==> src/rtl/operand_skid_buffer.sv <==
// ---------------------------------------------------------------------------
// operand_skid_buffer
//   Two-entry valid/ready skid buffer placed after the 4-way operand mux.
//   Registers the selected operand and its select tag, cutting the timing
//   path from the mux into the ALU stage. A second (skid) register absorbs
//   one extra word on a consumer stall, so in_ready is a pure decode of
//   registered state and never depends on out_ready.
//
// Ports
//   clk        system clock, rising edge
//   reset      asynchronous, active-low reset
//   in_data    operand from the mux            (WIDTH)
//   in_sel     mux select tag for in_data      (TAG_WIDTH)
//   in_valid   in_data/in_sel valid
//   in_ready   buffer can accept a word
//   out_data   operand to consumer             (WIDTH)
//   out_sel    tag paired with out_data        (TAG_WIDTH)
//   out_valid  out_data/out_sel valid
//   out_ready  consumer accepts this cycle
//   flush      synchronous discard of all buffered words
//   occupancy  number of buffered words, 0..2
//   stall_cnt  saturating stall counter (only with OPERAND_STALL_CNT_EN)
//
// Build option
//   OPERAND_STALL_CNT_EN : adds stall_cnt, counting cycles with
//                          out_valid=1 and out_ready=0; cleared by reset only.
// ---------------------------------------------------------------------------
module operand_skid_buffer #(
  parameter int unsigned WIDTH     = 16,
  parameter int unsigned TAG_WIDTH = 2
) (
  input  logic                 clk,
  input  logic                 reset,
  input  logic [WIDTH-1:0]     in_data,
  input  logic [TAG_WIDTH-1:0] in_sel,
  input  logic                 in_valid,
  output logic                 in_ready,
  output logic [WIDTH-1:0]     out_data,
  output logic [TAG_WIDTH-1:0] out_sel,
  output logic                 out_valid,
  input  logic                 out_ready,
  input  logic                 flush,
  output logic [1:0]           occupancy
`ifdef OPERAND_STALL_CNT_EN
  ,
  output logic [15:0]          stall_cnt
`endif
);

  localparam int unsigned OCC_WIDTH = 2;

  typedef enum logic [1:0] {
    ST_EMPTY = 2'd0,
    ST_ONE   = 2'd1,
    ST_FULL  = 2'd2
  } state_t;

  state_t               state_q, state_d;
  logic [WIDTH-1:0]     main_data_q, main_data_d;
  logic [TAG_WIDTH-1:0] main_sel_q,  main_sel_d;
  logic [WIDTH-1:0]     skid_data_q, skid_data_d;
  logic [TAG_WIDTH-1:0] skid_sel_q,  skid_sel_d;

  logic push;
  logic pop;

  // Status outputs decode registered state only.
  always_comb begin
    out_valid = (state_q != ST_EMPTY);
    in_ready  = (state_q != ST_FULL);
    case (state_q)
      ST_ONE:  occupancy = OCC_WIDTH'(1);
      ST_FULL: occupancy = OCC_WIDTH'(2);
      default: occupancy = OCC_WIDTH'(0);
    endcase
  end

  assign push     = in_valid & in_ready;
  assign pop      = out_valid & out_ready;
  assign out_data = main_data_q;
  assign out_sel  = main_sel_q;

  // Next-state and word-register steering.
  always_comb begin
    state_d     = state_q;
    main_data_d = main_data_q;
    main_sel_d  = main_sel_q;
    skid_data_d = skid_data_q;
    skid_sel_d  = skid_sel_q;

    if (flush) begin
      // Drop everything, including a same-cycle push; registers keep contents.
      state_d = ST_EMPTY;
    end else begin
      case (state_q)
        ST_EMPTY: begin
          if (push) begin
            state_d     = ST_ONE;
            main_data_d = in_data;
            main_sel_d  = in_sel;
          end
        end
        ST_ONE: begin
          if (push && pop) begin
            main_data_d = in_data;
            main_sel_d  = in_sel;
          end else if (push) begin
            // MAIN is stalled; the new (younger) word parks in SKID.
            state_d     = ST_FULL;
            skid_data_d = in_data;
            skid_sel_d  = in_sel;
          end else if (pop) begin
            state_d = ST_EMPTY;
          end
        end
        ST_FULL: begin
          if (pop) begin
            state_d     = ST_ONE;
            main_data_d = skid_data_q;
            main_sel_d  = skid_sel_q;
          end
        end
        default: begin
          state_d = ST_EMPTY;
        end
      endcase
    end
  end

  // State and word registers.
  always_ff @(posedge clk or negedge reset) begin
    if (!reset) begin
      state_q     <= ST_EMPTY;
      main_data_q <= '0;
      main_sel_q  <= '0;
      skid_data_q <= '0;
      skid_sel_q  <= '0;
    end else begin
      state_q     <= state_d;
      main_data_q <= main_data_d;
      main_sel_q  <= main_sel_d;
      skid_data_q <= skid_data_d;
      skid_sel_q  <= skid_sel_d;
    end
  end

`ifdef OPERAND_STALL_CNT_EN
  localparam int unsigned CNT_WIDTH = 16;

  logic [CNT_WIDTH-1:0] stall_cnt_q, stall_cnt_d;

  // Saturating count of cycles where a valid word waits on the consumer.
  always_comb begin
    stall_cnt_d = stall_cnt_q;
    if (out_valid && !out_ready && (stall_cnt_q != {CNT_WIDTH{1'b1}})) begin
      stall_cnt_d = stall_cnt_q + CNT_WIDTH'(1);
    end
  end

  always_ff @(posedge clk or negedge reset) begin
    if (!reset) begin
      stall_cnt_q <= '0;
    end else begin
      stall_cnt_q <= stall_cnt_d;
    end
  end

  assign stall_cnt = stall_cnt_q;
`endif

`ifndef SYNTHESIS
  // The unused fourth encoding must never be reached.
  a_legal_state: assert property (@(posedge clk) disable iff (!reset)
    state_q inside {ST_EMPTY, ST_ONE, ST_FULL});
`endif

endmodule
==> config.mk <==
export PLATFORM = sky130hd
export DESIGN_NAME = operand_skid_buffer
export DESIGN_NICKNAME = d
export VERILOG_FILES = /design/src/rtl/operand_skid_buffer.sv
export SDC_FILE = /design/constraint.sdc
export NUM_CORES = 1
export LEC_CHECK = 0
export CORE_AREA = 5 5 70 72
export DETAILED_ROUTE_END_ITERATION = 10
export DIE_AREA = 0 0 75 77
export GPL_ROUTABILITY_DRIVEN = 0
export PLACE_DENSITY = 0.71
export SETUP_SLACK_MARGIN = 0.02
export SYNTH_ARGS = -nofsm -noshare
export SYNTH_HDL_FRONTEND = slang
export SYNTH_SLANG_ARGS = --single-unit
==> constraint.sdc <==
create_clock -name clk -period 2.3 [get_ports clk]
set_clock_uncertainty 0.1 [all_clocks]
set_input_delay 0.46 -clock clk [delete_from_list [all_inputs] [get_ports clk]]
set_output_delay 0.46 -clock clk [all_outputs]
set_load 0.05 [all_outputs]
==> metrics.md <==
| Metric | Value |
|---|---|
| Worst r2r dst | out_data[12] |
| Antenna diodes | 0 |
| Post-CTS resize count | 2 |
| GRT Resource Usage Total | 13.7% |
| Critical-path maximum fanout | 2 |
| CTS Root Cell | clkbuf_8 |
| Critical path capture point type | output port |
| Critical Path, Cell by Cell | clkdlybuf4s50_1 |
| First-pass GRT wire length | 5890 microns |
| Crit path largest cell delay | 820 ps |
| Pwr dens | 871 mW/mm^2 |
| Critical-path top delay cell | clkdlybuf4s50_1 |
| Synthesized instance count | 114 |
| Hold WC Path Type | in2async |
| LEAKAGE | 1.01 nW |
| Total wire length | 3550 microns |
| Syn Std Cell Area | 0.00179 sq mm |
| CTS tree | yes |
| DRC viols | 0 |
| Initial core utilization | 42.2% |
| Vias in the first global route | 1219 |
| Post-CTS Setup Bufs | 0 |
| Top Layer Used | met4 |
| Synth-to-layout area growth | 33.1% |
| Largest net degree at the start of global routing | 39 |
| Num ports | 45 |
| Later-pin clock latency in the skew report | 290 ps |
| Slew @ Worst Pin | 826 ps |
| Most common cell after layout, fill and taps aside | mux2_2 |
| Share of cells above drive strength 1 | 46.4% |
| # rows | 24 |
| RR Startpoint | state_q[1] |
| Syn avg cell area | 15.7 sq um |
| Startpoint Class | flop |
| Initial antenna violation count | 0 |
| HPWL after detailed placement | 2550 microns |
| Final setup fails | 0 |
| Final Core Density | 56.2% |
| Synth cell types | 20 |
| Metal3 WL | 137 microns |
| Worst EP arrival | 1480 ps |
| Depth of the CTS H-tree | 2 |
| WL/cell | 16.3 microns |
| Fmax | 489 MHz |
| Most frequent cells in the layout | 44 x mux2_2, 39 x clkdlybuf4s50_1, 38 x dfrtp_1 |
| Grt ovf | 0 |
| Hold slack | 172 ps |
| Fin. Hold Viols | 0 |
| CTS clk-pin slew, worst paths | 70 ps |
| Final nets | 188 |
| VDD IR max | 415 uV |
| Slew Limit Fails | 0 |
| Pre-Repair DR Iteration Count | 3 |
| Routed vias | 1063 |
| Max Cap Violations | 0 |
| CP Buf/Inv Count | 1 |
| Post-CTS Hold Fix Bufs | 0 |
| Vias/cell | 4.88 |
| CTS Sinks | 38 |
| Clk buf depth | 2 |
| CORE AREA | 0.00423 sq mm |
| Routed wl met2 | 1900 microns |
| WL met1 | 1430 microns |
| DIE AREA | 0.00578 sq mm |
| Final min period | 2040 ps |
| Unrepaired setup endpoints after global routing | false |
| WP data required | 1740 ps |
| WS Path Type | reg2out |
| Post-route ant nets | 0 |
| Post-synthesis sequential area ratio | 53.2% |
| Worst R2R Setup Slack | 560 ps |
| Post-synthesis net count | 137 |
| Run status | complete, no violations |
| Final Cycle Share | 88.9% |
| Max_slew headroom | 44.9% |
| Total power | 2.07 mW |
| Setup TNS | 0 ps |
| Iter 0 DRT Violations | 46 |
| R2R depth | 4 |
| Critical path's top delay family | buffers and inverters |
| Yosys warning total | 0 |
| IO buf count | 44 |
| Die W | 75 microns |
| Die Height | 77 microns |
| Num CTS Buffers | 5 |
| Flops & latches, synth | 38 |
## how the worst max path moves through the flow
stage                     start  cells past startpoint      endpoint  slack, ps
floorplan            state_q[0]                      1  occupancy[0]        600
global placement      out_ready                      6  out_data[10]        130
detailed placement    out_ready                      6   out_data[9]         70
CTS                 out_data[9]                      1   out_data[9]        230
global route        out_data[9]                      1   out_data[9]        200
finish              out_data[3]                      1   out_data[3]        260
## Yosys cell counts, drive strengths merged
master  count  area [sq um]
nand3b      1          7.51
mux2       54           646
o22a        1          8.76
or2         1          6.26
nand2b      1          8.76
dfrtp      38           951
a21o        1          7.51
a21oi       2          21.3
buf         5          65.1
nor2        2          7.51
inv         1          3.75
nand2       2          10.0
nor3b       1          12.5
o21a        1          7.51
nor2b       3          23.8
## layout make-up
class                   instances  area, sq um
flip-flops and latches         38          951
multi-input cells              70          773
well taps                      52         65.1
inverters                       1         3.75
fillers                       343         1860
clock buffers                   6         82.6
clock inverters                 2         12.5
repair buffers                 49          490
## power by group
part           total [mW]  internal, mW  leakage, nW  switching [mW]
registers           0.909         0.826        0.459          0.0827
logic               0.696         0.320        0.506           0.376
clock network       0.467         0.241       0.0472           0.226
total                2.07          1.39         1.01           0.685
## sequential cells by signal, indices dropped and copies added (netlist names)
signal / flops
skid_sel_q: 2
out_data: 16
skid_data_q: 16
out_sel: 2
state_q: 2
## cell families after synthesis
kind of cell           after synthesis  share of synthesized area (%)
AOI/OAI and AO/OA                    5                           2.52
buffers and inverters                6                           3.85
DFF                                 38                           53.2
muxes                               54                           36.1
and+or+nand+nor                     11                           4.27
## metal layers
metal / vias up / track usage, %
met2: 23 / 22.0
met3: 5 / 2.48
met1: 532 / 16.1
li1: 503 / -
met5: - / 0
met4: 0 / 9.61
## through the flow
stage	setup WS [ps]	instances	instance area (sq um)
finish	256	218	2380
detailed placement	68.1	210	2290
global placement	128	210	2290
global route	197	218	2380
CTS	229	218	2380
floorplan	602	114	1790
(Power assumes the default switching activity.)
==> RTL edit 1: new RTL, same settings <==
Change the parameter `WIDTH` from 16 to 14.
--- a/src/rtl/operand_skid_buffer.sv
+++ b/src/rtl/operand_skid_buffer.sv
@@ -28,3 +28,3 @@
 module operand_skid_buffer #(
-  parameter int unsigned WIDTH     = 16,
+  parameter int unsigned WIDTH     = 14,
   parameter int unsigned TAG_WIDTH = 2
Ports: changed (resized in_data and out_data); port bits go from 45 to 41. The function was not compared with the original's and may differ.
==> RTL edit 1 against the unedited design <==
Via count fell by 7.1%; design area fell by 10%; setup slack improved by 0.0090 ns; combinational power fell by 16%; sequential cell count fell by 4; non-clock buffer count fell by 2; global-route usage fell by 0.95 points; area after synthesis fell by 13%; power fell by 11%; routed wire length fell by 9.9%; count of clock-buffer cells in the layout did not move.
==> RTL edit 1: results (changes against the unedited design) <==
- Commonest cells in the netlist: 34 x dfrtp_1, 28 x mux2_2, 20 x mux2_1
- DR WL/cell: 15.47 um (-5.1%)
- R2R Setup Slk: 0.54 ns (-0.02 ns)
- Vias/cell: 4.773 (-2.1%)
- Vias in the first global route: 1200 (-1.6%)
- All-Layer GR Usage: 12.79% (-0.95 points)
- Status: finished clean
- Nets@finish: 175 (-6.9%)
- Setup Viol. Count Final: 0 (unchanged)
- Max clock buf depth: 2 (unchanged)
- Syn nets: 125 (-8.8%)
- Drt pass-1 iters: 2 (-1)
- Async set-or-reset flop fraction in the synthesized netlist: 100.0% (unchanged)
- Relative slew slack: 66.03% (+21 points)
- Hold crit path type: reg -> reg
- Seq/Total Area, Yosys: 54.88% (+1.7 points)
- Top post-synthesis cells by area: dfrtp_1 55%, mux2_2 20%, mux2_1 15%
- Worst Path Max Fanout: 7 (+5)
- Global-route wire length before repair: 5727 um (-2.8%)
- Reg2reg start: state_q[1]
- First DRT Iteration DRCs: 43 (-6.5%)
- Largest net degree at the start of global routing: 35 (-10%)
- Unique cell type count in the Yosys netlist: 19 (-5.0%)
- Peak supply drop: 0.0004517 V (+9.0%)
- Crit Reg-Reg Endpoint: out_data[9]
- TritonCTS buffer count: 5 (unchanged)
- IO buf count: 40 (-9.1%)
-- RTL edit 1: how the worst max path moves through the flow --
stage,from,to,slack [ns],cells past startpoint
after floorplan,state_q[0],skid_data_q[10],0.36,5
after global placement,out_ready,out_sel[0],0.19,5
after detailed placement,out_ready,out_sel[0],0.13,5
after CTS,state_q[1],out_valid,0.24,2
after global routing,state_q[1],out_valid,0.20,2
final,state_q[1],out_valid,0.26,2
-- RTL edit 1: per-layer routing --
| metal | vias up | part of all wire (%) | GRT usage [%] |
|---|---|---|---|
| met5 | - | 0 | 0 |
| met4 | 0 | 0.12 | 4.270 |
| met3 | 2 | 4.6 | 3.399 |
| met2 | 23 | 52 | 19.43 |
| met1 | 490 | 44 | 17.46 |
| li1 | 473 | - | - |
-- RTL edit 1: worst max-delay path, cell delays in order (launching register included) --
cell,delay (ns)
dfrtp_1,0.46
or2_2,0.32
dlygate4sd2_1,0.42
-- RTL edit 1: cell type report --
cell class | count | area [um2]
repair buffers | 47 | 469.2
multi-input cells | 64 | 653.1
clock buffers | 6 | 82.58
flip-flops and latches | 34 | 850.8
well taps | 52 | 65.06
inverters | 2 | 7.507
fillers | 347 | 2093
clock inverters | 2 | 12.51
-- RTL edit 1: through the flow --
| step | hold slack [ns] | utilization, % | worst slack (ns) | cells | instance area [um2] |
|---|---|---|---|---|---|
| 2_1_floorplan | 0.06441 | - | 0.3569 | 104 | 1550 |
| 3_3_place_gp | 0.3675 | 48.35 | 0.1892 | 199 | 2047 |
| 3_5_place_dp | 0.3816 | 48.35 | 0.1264 | 199 | 2047 |
| 4_1_cts | 0.3974 | 50.56 | 0.2411 | 207 | 2141 |
| 5_1_grt | 0.4123 | 50.56 | 0.2014 | 207 | 2141 |
| 6_report | 0.3906 | 50.56 | 0.2645 | 207 | 2141 |
-- RTL edit 1: kinds of logic after synthesis --
logic type             after synthesis  synth area share, %
multiplexers                        48                34.87
buffers and inverters                6                3.148
flip-flops                          34                54.88
AO/OA/AOI/OAI                        6                3.148
AND/OR/NAND/NOR                     10                3.956
-- RTL edit 1: power by group --
part | leakage [nW] | internal [mW] | total, mW | switching (mW)
combinational | 0.440 | 0.253 | 0.588 | 0.335
sequential | 0.412 | 0.738 | 0.808 | 0.0705
clock | 0.0472 | 0.240 | 0.452 | 0.212
-- RTL edit 1: timing repair --
item,CTS,global route
endpoints found under the hold margin,0,0
resized for setup,1,0
hold buffers,0,0
setup endpoints to repair,1,0
==> RTL edit 2: new RTL, same flow settings <==
Without the edit above. Re-encode `state_t` (3 states) as one-hot, 3 bits wide.
--- a/src/rtl/operand_skid_buffer.sv
+++ b/src/rtl/operand_skid_buffer.sv
@@ -51,6 +51,6 @@
 
-  typedef enum logic [1:0] {
-    ST_EMPTY = 2'd0,
-    ST_ONE   = 2'd1,
-    ST_FULL  = 2'd2
+  typedef enum logic [2:0] {
+    ST_EMPTY = 3'b001,
+    ST_ONE   = 3'b010,
+    ST_FULL  = 3'b100
   } state_t;
Behaviour: no difference found for any inputs over 10 cycles, from zero or initial values and one cycle with reset low; not proved beyond that.
==> RTL edit 2 against the unedited design <==
Design area up 2.4%; area after synthesis up 2.4%; routed wire length up 2.3%; power down 2.8%; global-route usage down 0.064 points; setup slack worse by 0.087 ns; sequential cell count up 1; critical endpoint is now out_valid.
==> RTL edit 2: results (changes against the unedited design) <==
- All-Layer GR Usage: 13.67% (-0.064 points)
- Yosys warning count: 0 (unchanged)
- Reg clk slew, reported paths: 0.07 ns (about the same)
- Routed wire length: 3635 um (+2.3%)
- Slowest stage delay, CP: 0.54 ns (-0.28 ns)
- Global-route wire length before repair: 5989 um (+1.6%)
- TritonCTS buffer count: 5 (unchanged)
- Relative slew slack: 66.04% (+21 points)
- Seq/Total Area, Yosys: 53.42% (+0.20 points)
- Clock tree root driver cell: clkbuf_8
- Commonest cells in the netlist: 44 x mux2_2, 38 x dfrtp_1, 10 x mux2_4
- Post-DP HPWL: 2542 um (-0.26%)
- Leak: 1.104 nW (+9.1%)
- Syn nets: 145 (+5.8%)
- Postcts setup bufs: 0 (unchanged)
- # diodes: 0 (unchanged)
- Hold crit path type: in -> async
- Status: finished clean
- Async set-or-reset flop fraction in the synthesized netlist: 100.0% (unchanged)
- Resized Gates After CTS: 1 (-1)
- Top post-synthesis cells by area: dfrtp_1 52%, mux2_2 27%, mux2_4 8.2%
- CP max-delay cell: dfstp_2
- Unique cell type count in the Yosys netlist: 24 (+20%)
- Nets@finish: 197 (+4.8%)
- IO buf count: 44 (unchanged)
- # fillers: 343 (unchanged)
- H-tree depth: 2 (unchanged)
- Critical Path AT: 1.57 ns (+0.09 ns)
- Peak supply drop: 0.0004229 V (+2.0%)
- First DRT Iteration DRCs: 23 (-50%)
- Synth Flop Type: dfrtp_1
- Max clock buf depth: 2 (unchanged)
- Largest net degree at the start of global routing: 40 (+2.6%)
- Drt pass-1 iters: 3 (unchanged)
- Antenna violations before repair: 0 (unchanged)
- Share of post-route cells with drive strength above 1: 44.00% (-2.4 points)
- Vias in the first global route: 1285 (+5.4%)
- Worst Path Max Fanout: 3 (+1)
- Vias: 1145 (+7.7%)
- Worst skew pair latency: 0.29 ns (about the same)
-- RTL edit 2: cell count changes in the layout (fill, tap and decap cells not counted), sizes merged, moves of 2 or more --
cell    before  now
and2b        0    2
clkbuf       6    8
nand3        0    2
nand2        2    7
-- RTL edit 2: where the power goes --
part	internal [mW]	switching, mW	total (mW)
sequential	0.793	0.0579	0.851
combinational	0.284	0.379	0.663
clock	0.273	0.226	0.499
-- RTL edit 2: metal layers --
metal	track usage [%]	wire length [um]	vias up
met5	0	0	-
met1	16.95	1549	581
li1	-	-	533
met3	3.922	199	5
met2	21.52	1833	26
met4	6.406	53	0
-- RTL edit 2: final timing paths --
path / slack (ns) / end / start / depth (start not counted)
worst max-delay path: 0.17 / out_valid / state_q[0] / 3
worst min-delay path: 0.11 / out_data[0] / reset / 2
worst max register to register: 0.40 / out_data[9] / state_q[0] / 5
worst min register to register: 0.40 / skid_sel_q[0] / skid_sel_q[0] / 1
max in group asynchronous: 1.63 / state_q[0] / reset / 2
min in group clk: 0.40 / skid_sel_q[0] / skid_sel_q[0] / 1
-- RTL edit 2: logic make-up after synthesis --
logic type	Yosys count	synth area share, %
mux	54	35.29
xor+xnor	1	0.4789
compound gates	6	2.804
simple gates	16	4.925
flops	39	53.42
buf+inv	6	3.077
-- RTL edit 2: metrics by stage --
step	instance area (um2)	util (%)	std cells	setup WS, ns	hold WS [ns]
3_5_place_dp	2337	55.20	219	0.02168	0.3918
2_1_floorplan	1829	-	122	0.3776	0.06441
6_report	2436	57.54	227	0.1686	0.1115
4_1_cts	2436	57.54	227	0.1463	0.1266
5_1_grt	2436	57.54	227	0.08741	0.1625
3_3_place_gp	2337	55.20	219	0.08472	0.3809
-- RTL edit 2: critical path: cells and delay by family, from the launching register on --
family | cells | cell delay [ns]
flops | 1 | 0.54
buf+inv | 1 | 0.42
simple gates | 2 | 0.31
-- RTL edit 2: cell type report --
type / instances / area (um2) / share of cell area [%]
Clock buffer: 8 / 100.1 / 4.109
Multi-Input combinational cell: 77 / 795.8 / 32.67
Tap cell: 52 / 65.06 / 2.671
Sequential cell: 39 / 977.2 / 40.11
Timing Repair Buffer: 49 / 489.2 / 20.08
Inverter: 2 / 8.758 / 0.3595
